<file path="src/rtl/seq_detect_param.sv">
// Parametrised serial pattern detector with run-time pattern reload, valid qualification
// and a registered one-cycle detect pulse. Define SEQDET_CNT_EN to build the saturating match counter.
module seq_detect_param #(
    parameter int               PAT_W   = 4,
    parameter logic [PAT_W-1:0] PATTERN = 4'b1011,
    parameter bit               OVERLAP = 1'b1,
    parameter int               CNT_W   = 8
) (
    input  logic             clk,
    input  logic             rst,
    input  logic             x,
    input  logic             in_valid,
    input  logic             pat_load,
    input  logic [PAT_W-1:0] pat_in,
    input  logic             cnt_clr,
    output logic             det,
    output logic [CNT_W-1:0] match_cnt,
    output logic [PAT_W-1:0] pat_q
);

    localparam int               FILL_W    = $clog2(PAT_W + 1);
    localparam logic [FILL_W-1:0] FILL_FULL = FILL_W'(PAT_W);

    logic [PAT_W-1:0]  hist;
    logic [PAT_W-1:0]  nhist;
    logic [FILL_W-1:0] fill;
    logic [FILL_W-1:0] nfill;
    logic              accept;
    logic              hit;

    // fill counts fresh bits so a window still holding stale or reset contents can never match
    always_comb begin
        accept = in_valid && !pat_load;
        nhist  = {hist[PAT_W-2:0], x};
        nfill  = (fill == FILL_FULL) ? FILL_FULL : fill + FILL_W'(1);
        hit    = accept && (nfill == FILL_FULL) && (nhist == pat_q);
    end

    always_ff @(posedge clk or negedge rst) begin
        if (!rst) begin
            hist  <= '0;
            fill  <= '0;
            pat_q <= PATTERN;
            det   <= 1'b0;
        end else begin
            det <= hit;
            if (pat_load) begin
                pat_q <= pat_in;
                fill  <= '0;
            end else if (in_valid) begin
                hist <= nhist;
                fill <= (hit && !OVERLAP) ? '0 : nfill;
            end
        end
    end

`ifdef SEQDET_CNT_EN
    function automatic logic [CNT_W-1:0] sat_inc(input logic [CNT_W-1:0] v);
        return (&v) ? v : v + CNT_W'(1);
    endfunction

    logic [CNT_W-1:0] cnt;

    always_ff @(posedge clk or negedge rst) begin
        if (!rst) begin
            cnt <= '0;
        end else if (cnt_clr) begin
            cnt <= '0;
        end else if (hit) begin
            cnt <= sat_inc(cnt);
        end
    end

    assign match_cnt = cnt;
`else
    logic unused_cnt_clr;
    assign unused_cnt_clr = cnt_clr;
    assign match_cnt      = '0;
`endif

endmodule

</file>
<file path="config.mk">
export PLATFORM = sky130hd
export DESIGN_NAME = seq_detect_param
export DESIGN_NICKNAME = d
export VERILOG_FILES = /design/src/rtl/seq_detect_param.sv
export SDC_FILE = /design/constraint.sdc
export NUM_CORES = 1
export LEC_CHECK = 0
export ABC_AREA = 1
export CAP_MARGIN = 40
export CORE_MARGIN = 4
export CORE_UTILIZATION = 46
export DETAILED_ROUTE_END_ITERATION = 8
export HOLD_SLACK_MARGIN = 0.15
export PLACE_DENSITY = 0.87
export REMOVE_ABC_BUFFERS = 1
export SLEW_MARGIN = 40
export SYNTH_ARGS = -nofsm -noshare
export SYNTH_HDL_FRONTEND = slang
export SYNTH_SLANG_ARGS = --single-unit
</file>
<file path="constraint.sdc">
create_clock -name clk -period 3 [get_ports clk]
set_input_delay 0.45 -clock clk [delete_from_list [all_inputs] [get_ports clk]]
set_output_delay 0.45 -clock clk [all_outputs]
set_load 0.005 [all_outputs]
</file>
==> results of run 1 <==
-- layout by cell type, fill, tap and decap left out --
master           synthesis  routed
ha_1                     2       2
or2_4                    1       1
clkbuf_1                 0       1
nand2_1                 23      23
o21ai_1                  1       1
dfstp_2                  3       3
o21ai_0                  7       7
conb_1                   1       8
clkdlybuf4s50_1          0      13
dfrtp_1                  8       8
clkbuf_4                 0       3
nor2_2                   2       2
o22ai_2                  2       2
inv_1                   15      15
nor2_8                   1       1
nor2_1                   5       5
nand2_4                  1       1
a21oi_1                  1       1
-- cell usage after synthesis --
library cell   n
dfrtp_1        8
nor2_1         5
ha_1           2
o21ai_0        7
buf_6          1
dfstp_2        3
nor2_2         2
or2_4          1
nand2_1       23
o22ai_2        2
buf_4          8
nor2_8         1
nand2_4        1
a21oi_1        1
conb_1         1
inv_1         15
o21ai_1        1
-- final cells by class --
type,count,area share [%]
well taps,15,2.37
repair buffers,13,16.4
flip-flops and latches,11,35.2
multi-input cells,54,35.6
clock buffers,4,3.31
inverters,15,7.10
-- power breakdown --
part           internal [µW]  switching [µW]
logic                   35.0            38.9
registers                165            9.80
clock network           51.4            48.1
-- through the flow --
step / util (%) / std cells / total power [µW]
after floorplan: - / 80 / 217
after global routing: 59.5 / 112 / 370
after CTS: 59.5 / 112 / 355
after detailed placement: 57.5 / 108 / 252
final: 59.5 / 112 / 348
after global placement: 57.5 / 108 / 249
-- state kept, by name, indices dropped and copies added (netlist names) --
signal,flops
hist,3
pat_q,4
fill,3
det,1
-- layer usage --
layer / routed length [µm] / GRT usage (%) / share of wire (%) / up-vias
met5: 0 / 0 / 0 / -
met4: 19 / 10.2 / 1.7 / 0
met3: 111 / 2.37 / 9.9 / 2
met2: 542 / 21.4 / 48 / 21
met1: 453 / 12.7 / 40 / 227
li1: - / - / - / 260
-- worst max path at each step --
| stage | end | start | slack, ns |
|---|---|---|---|
| final | pat_q[1] | pat_q[1] | 1.23 |
| after global routing | pat_q[1] | pat_q[1] | 1.20 |
| after CTS | pat_q[1] | pat_q[1] | 1.22 |
| after detailed placement | det | pat_load | 1.28 |
| after global placement | det | pat_load | 1.29 |
| after floorplan | det | fill[0] | 1.91 |
-- cell families after synthesis --
family / after synthesis
and+or+nand+nor: 33
DFF: 11
buffers and inverters: 24
other: 1
adders and majority gates: 2
AOI/OAI and AO/OA: 11
==> impl_metrics.tcl, run 1 <==
set metrics [dict create \
    synth_top_family_by_area "simple AND/OR/NAND/NOR gates" \
    pre_cts_slack_ns 1.28 \
    period_minus_slack_ns 1.77 \
    antennaDiodeCount 0 \
    die_width_um 46.0 \
    worstSetupStartpointType "flip-flop" \
    vias 510 \
    synthSimpleGateAreaFrac_pct 23.8 \
    synth_top_cell_by_area "dfrtp_1" \
    r2r-start "fill[0]" \
    wirelength_um 1130 \
    slowest_delay_ns 0.55 \
    ys_types 17 \
    num_rows 13 \
    rrSetupSlack_ns 1.81 \
    synth_xor_area_share_pct 0 \
    finalClockSkew_ns 0.000903 \
    drt-wirelength-per-cell_um 10.1 \
    drc 0 \
    critPathTopFamily "flip-flops" \
    placed_area_um2 767 \
    cts_tree "done" \
    numClockSinks 11 \
    ant_nets 0 \
    final_area_um2 793 \
    start_util_pct 49.7 \
    leakage_uw 0.000409 \
    cp-end-kind "primary output" \
    synthesis.area_um2 663 \
    nets 110 \
    clockBufferDepth 2 \
    via_per_inst 4.55 \
    postCtsResizedCells 0 \
    place_congestion 0.724 \
    status "complete, no violations" \
    synth_top_area_share_pct 30.2 \
    hold_buffers 0 \
    dieArea_um2 2110 \
    maxCapViolCount 0 \
    cp.arrival_ns 1.32 \
    buffer_ports.inserted 13 \
    postCtsSetupBuffers 0 \
    yosys-top-cells-area "dfrtp_1 (30%), nand2_1 (13%), dfstp_2 (12%)" \
    fin_ws_ns 1.23 \
    synth_compound_area_share_pct 10.6 \
    fmax_ghz 0.566 \
    multi_input_area_um2 283 \
    cts_root_buffer "clkbuf_4" \
    critPathKind "flip-flop to primary output" \
    htree_levels 1 \
    postSynthCellCount 82 \
    reg2reg_to "det" \
    crit_fanout 3 \
    ff2ff_path_depth 7 \
    hold_viol 0 \
    slew_viol_final 0 \
    syn_area_per_cell_um2 8.09 \
    p_per_area_nw_per_um2 439 \
    first_iter_violations 6 \
    dieHeight_um 46.0 \
    hold_class "input pin to async pin" \
    synth-adder-area-share_pct 3.77 \
    grt_pass1_vias 482 \
    ir_worst_vdd_uv 257 \
    num_io_pins 23 \
    antenna_found_initial 0 \
    crit_chain "clkdlybuf4s50_1" \
    worst-path-stages 1 \
    track_usage_pct 12.4 \
    yosysSeqAreaShare_pct 42.1 \
    setup_viol 0 \
    crit_buf_inv 1 \
    clkLatencyLatePin_ns 0.26 \
    grt.overflow.total 0 \
    slowest_stage "dfstp_2" \
    fin_setup_tns_ns 0 \
    fill_cells 116 \
    ys_warn_count 0 \
    finalCritPeriodShare_pct 58.9 \
    grt_pass1_wl_um 1820 \
    synthToLayoutAreaGrowth_pct 19.6 \
    dp_hpwl_um 897 \
    cts_buffers 3 \
    ys_ff_latch 11 \
    muxShareOfSynthArea_pct 0 \
    grt_setup_unrepaired "false" \
    crit_required_ns 2.55 \
    drive_gt1_share_pct 13.4 \
    core_um2 1330 \
    drtPass1Iterations 6 \
    regArea_um2 279 \
    whs_ns 0.513 \
    path_clk_slew_ns 0.07 \
    grt_max_degree 12 \
]
Power figures use the tool's default switching activity.
==> run 2: changes to the inputs <==
--- a/config.mk
+++ b/config.mk
@@ -8,10 +8,10 @@
 export ABC_AREA = 1
 export CAP_MARGIN = 40
 export CORE_MARGIN = 4
-export CORE_UTILIZATION = 46
+export CORE_UTILIZATION = 43
 export DETAILED_ROUTE_END_ITERATION = 8
 export HOLD_SLACK_MARGIN = 0.15
-export PLACE_DENSITY = 0.87
+export PLACE_DENSITY = 0.83
 export REMOVE_ABC_BUFFERS = 1
 export SLEW_MARGIN = 40
 export SYNTH_ARGS = -nofsm -noshare
==> constraint.sdc (replaced) <==
create_clock -name clk -period 1.8 [get_ports clk]
set_input_delay 0.27 -clock clk [delete_from_list [all_inputs] [get_ports clk]]
set_output_delay 0.27 -clock clk [all_outputs]
set_load 0.005 [all_outputs]
==> impl_metrics.tcl, run 2 (synthesis results as in run 1) <==
set metrics [dict create \
    status "complete, no violations" \
    via_per_inst 4.46 \
    drc 0 \
    leakage_uw 0.000414 \
    setup_viol 0 \
    nets 111 \
    tightestPinTransition_ns 0.497 \
    critPathTopFamily "flip-flops" \
    htree_levels 1 \
    die_width_um 47.3 \
    r2r-start "fill[0]" \
    hold_class "input pin to async pin" \
    grt_max_degree 12 \
    first_iter_violations 11 \
    dieArea_um2 2230 \
    num_io_pins 23 \
    drtPass1Iterations 4 \
    buffer_ports.inserted 13 \
    crit_required_ns 1.53 \
    crit_path_start "pat_q[3]" \
    slowest_stage "dfstp_2" \
    postCtsResizedCells 0 \
    layout_common_cells "nand2_1 (23), inv_1 (15), clkdlybuf4s50_1 (13), conb_1 (8), dfrtp_1 (8)" \
    placed_area_um2 774 \
    cts_root_buffer "clkbuf_4" \
    reg2reg_to "det" \
    ant_nets 0 \
    num_rows 13 \
    crit_fanout 3 \
    antenna_found_initial 0 \
    fill_cells 127 \
    cts_buffers 3 \
    postCtsSetupBuffers 0 \
    grt_setup_unrepaired "false" \
    antennaDiodeCount 0 \
    track_usage_pct 13.5 \
    slowest_delay_ns 0.54 \
    finalClockSkew_ns 0.00324 \
    cp-end-kind "primary output" \
    slew_viol_final 0 \
    final_area_um2 801 \
    vias 504 \
    drt-wirelength-per-cell_um 9.67 \
    drive_gt1_share_pct 14.3 \
    numClockSinks 11 \
    clkLatencyLatePin_ns 0.27 \
    crit_chain "clkdlybuf4s50_1" \
    dp_hpwl_um 891 \
    wirelength_um 1090 \
    utilization_pct 57.9 \
    path_clk_slew_ns 0.07 \
    synthToLayoutAreaGrowth_pct 20.8 \
    cp.arrival_ns 1.30 \
    hold_buffers 0 \
    rrSetupSlack_ns 0.59 \
    hold_viol 0 \
    clockBufferDepth 2 \
    place_congestion 0.760 \
    top_register "pat_q" \
    layout_commonest_cell "nand2_1" \
    start_util_pct 48.0 \
    grt_pass1_vias 497 \
    grt_pass1_wl_um 2060 \
    p_per_area_nw_per_um2 731 \
    finalCritPeriodShare_pct 87.5 \
    ff2ff_path_depth 8 \
    dieHeight_um 47.3 \
    core_um2 1380 \
    period_minus_slack_ns 1.57 \
    crit_buf_inv 1 \
    grt.overflow.total 0 \
    fin_setup_tns_ns 0 \
    largest_reg_flops 4 \
    cts_tree "done" \
    fmax_ghz 0.635 \
    critPathKind "flip-flop to primary output" \
    reg_top3 "pat_q x4, fill x3, hist x3" \
    maxCapViolCount 0 \
    maxSlewHeadroom_pct 66.8 \
    ir_worst_vdd_uv 496 \
    worstSetupStartpointType "flip-flop" \
]
[run 2: changes by cell type in the layout (fill, tap and decap cells not counted), sizes merged]
cell	before	now
buf	0	1
[run 2: worst max-delay path by stage]
stage          cells past startpoint        to  slack (ns)
2_1_floorplan                      7       det        0.71
3_3_place_gp                       6       det        0.44
3_5_place_dp                       6       det        0.40
4_1_cts                            1  pat_q[3]        0.21
5_1_grt                            1  pat_q[1]        0.17
6_report                           1  pat_q[3]        0.23
[run 2: final cells by class]
class	count	area [µm²]	share of cell area (%)
clock buffers	4	26.3	3.28
well taps	15	18.8	2.34
flip-flops and latches	11	279	34.8
inverters	15	56.3	7.03
multi-input cells	54	283	35.3
repair buffers	14	138	17.2
[run 2: per-layer routing]
layer / share of wire (%) / track usage [%] / vias up
li1: - / - / 261
met1: 44 / 16.0 / 221
met2: 45 / 21.7 / 18
met3: 9.6 / 5.75 / 4
met4: 1.6 / 4.97 / 0
met5: 0 / 0 / -
[run 2: metrics by stage]
step,total power [µW],hold WS [ns],setup WS [ns],instances
global route,636,0.365,0.173,113
finish,585,0.330,0.226,113
detailed placement,421,0.499,0.404,109
global placement,416,0.496,0.444,109
CTS,597,0.348,0.208,113
floorplan,362,-0.0256,0.707,80
[run 2: report_power, final]
group | total, µW | switching, µW | leakage (µW) | internal (µW)
Combinational | 125 | 65.0 | 0.000263 | 60.1
Clock | 170 | 83.9 | 0.0000150 | 85.8
Sequential | 290 | 15.6 | 0.000135 | 275
Total | 585 | 164 | 0.000414 | 421
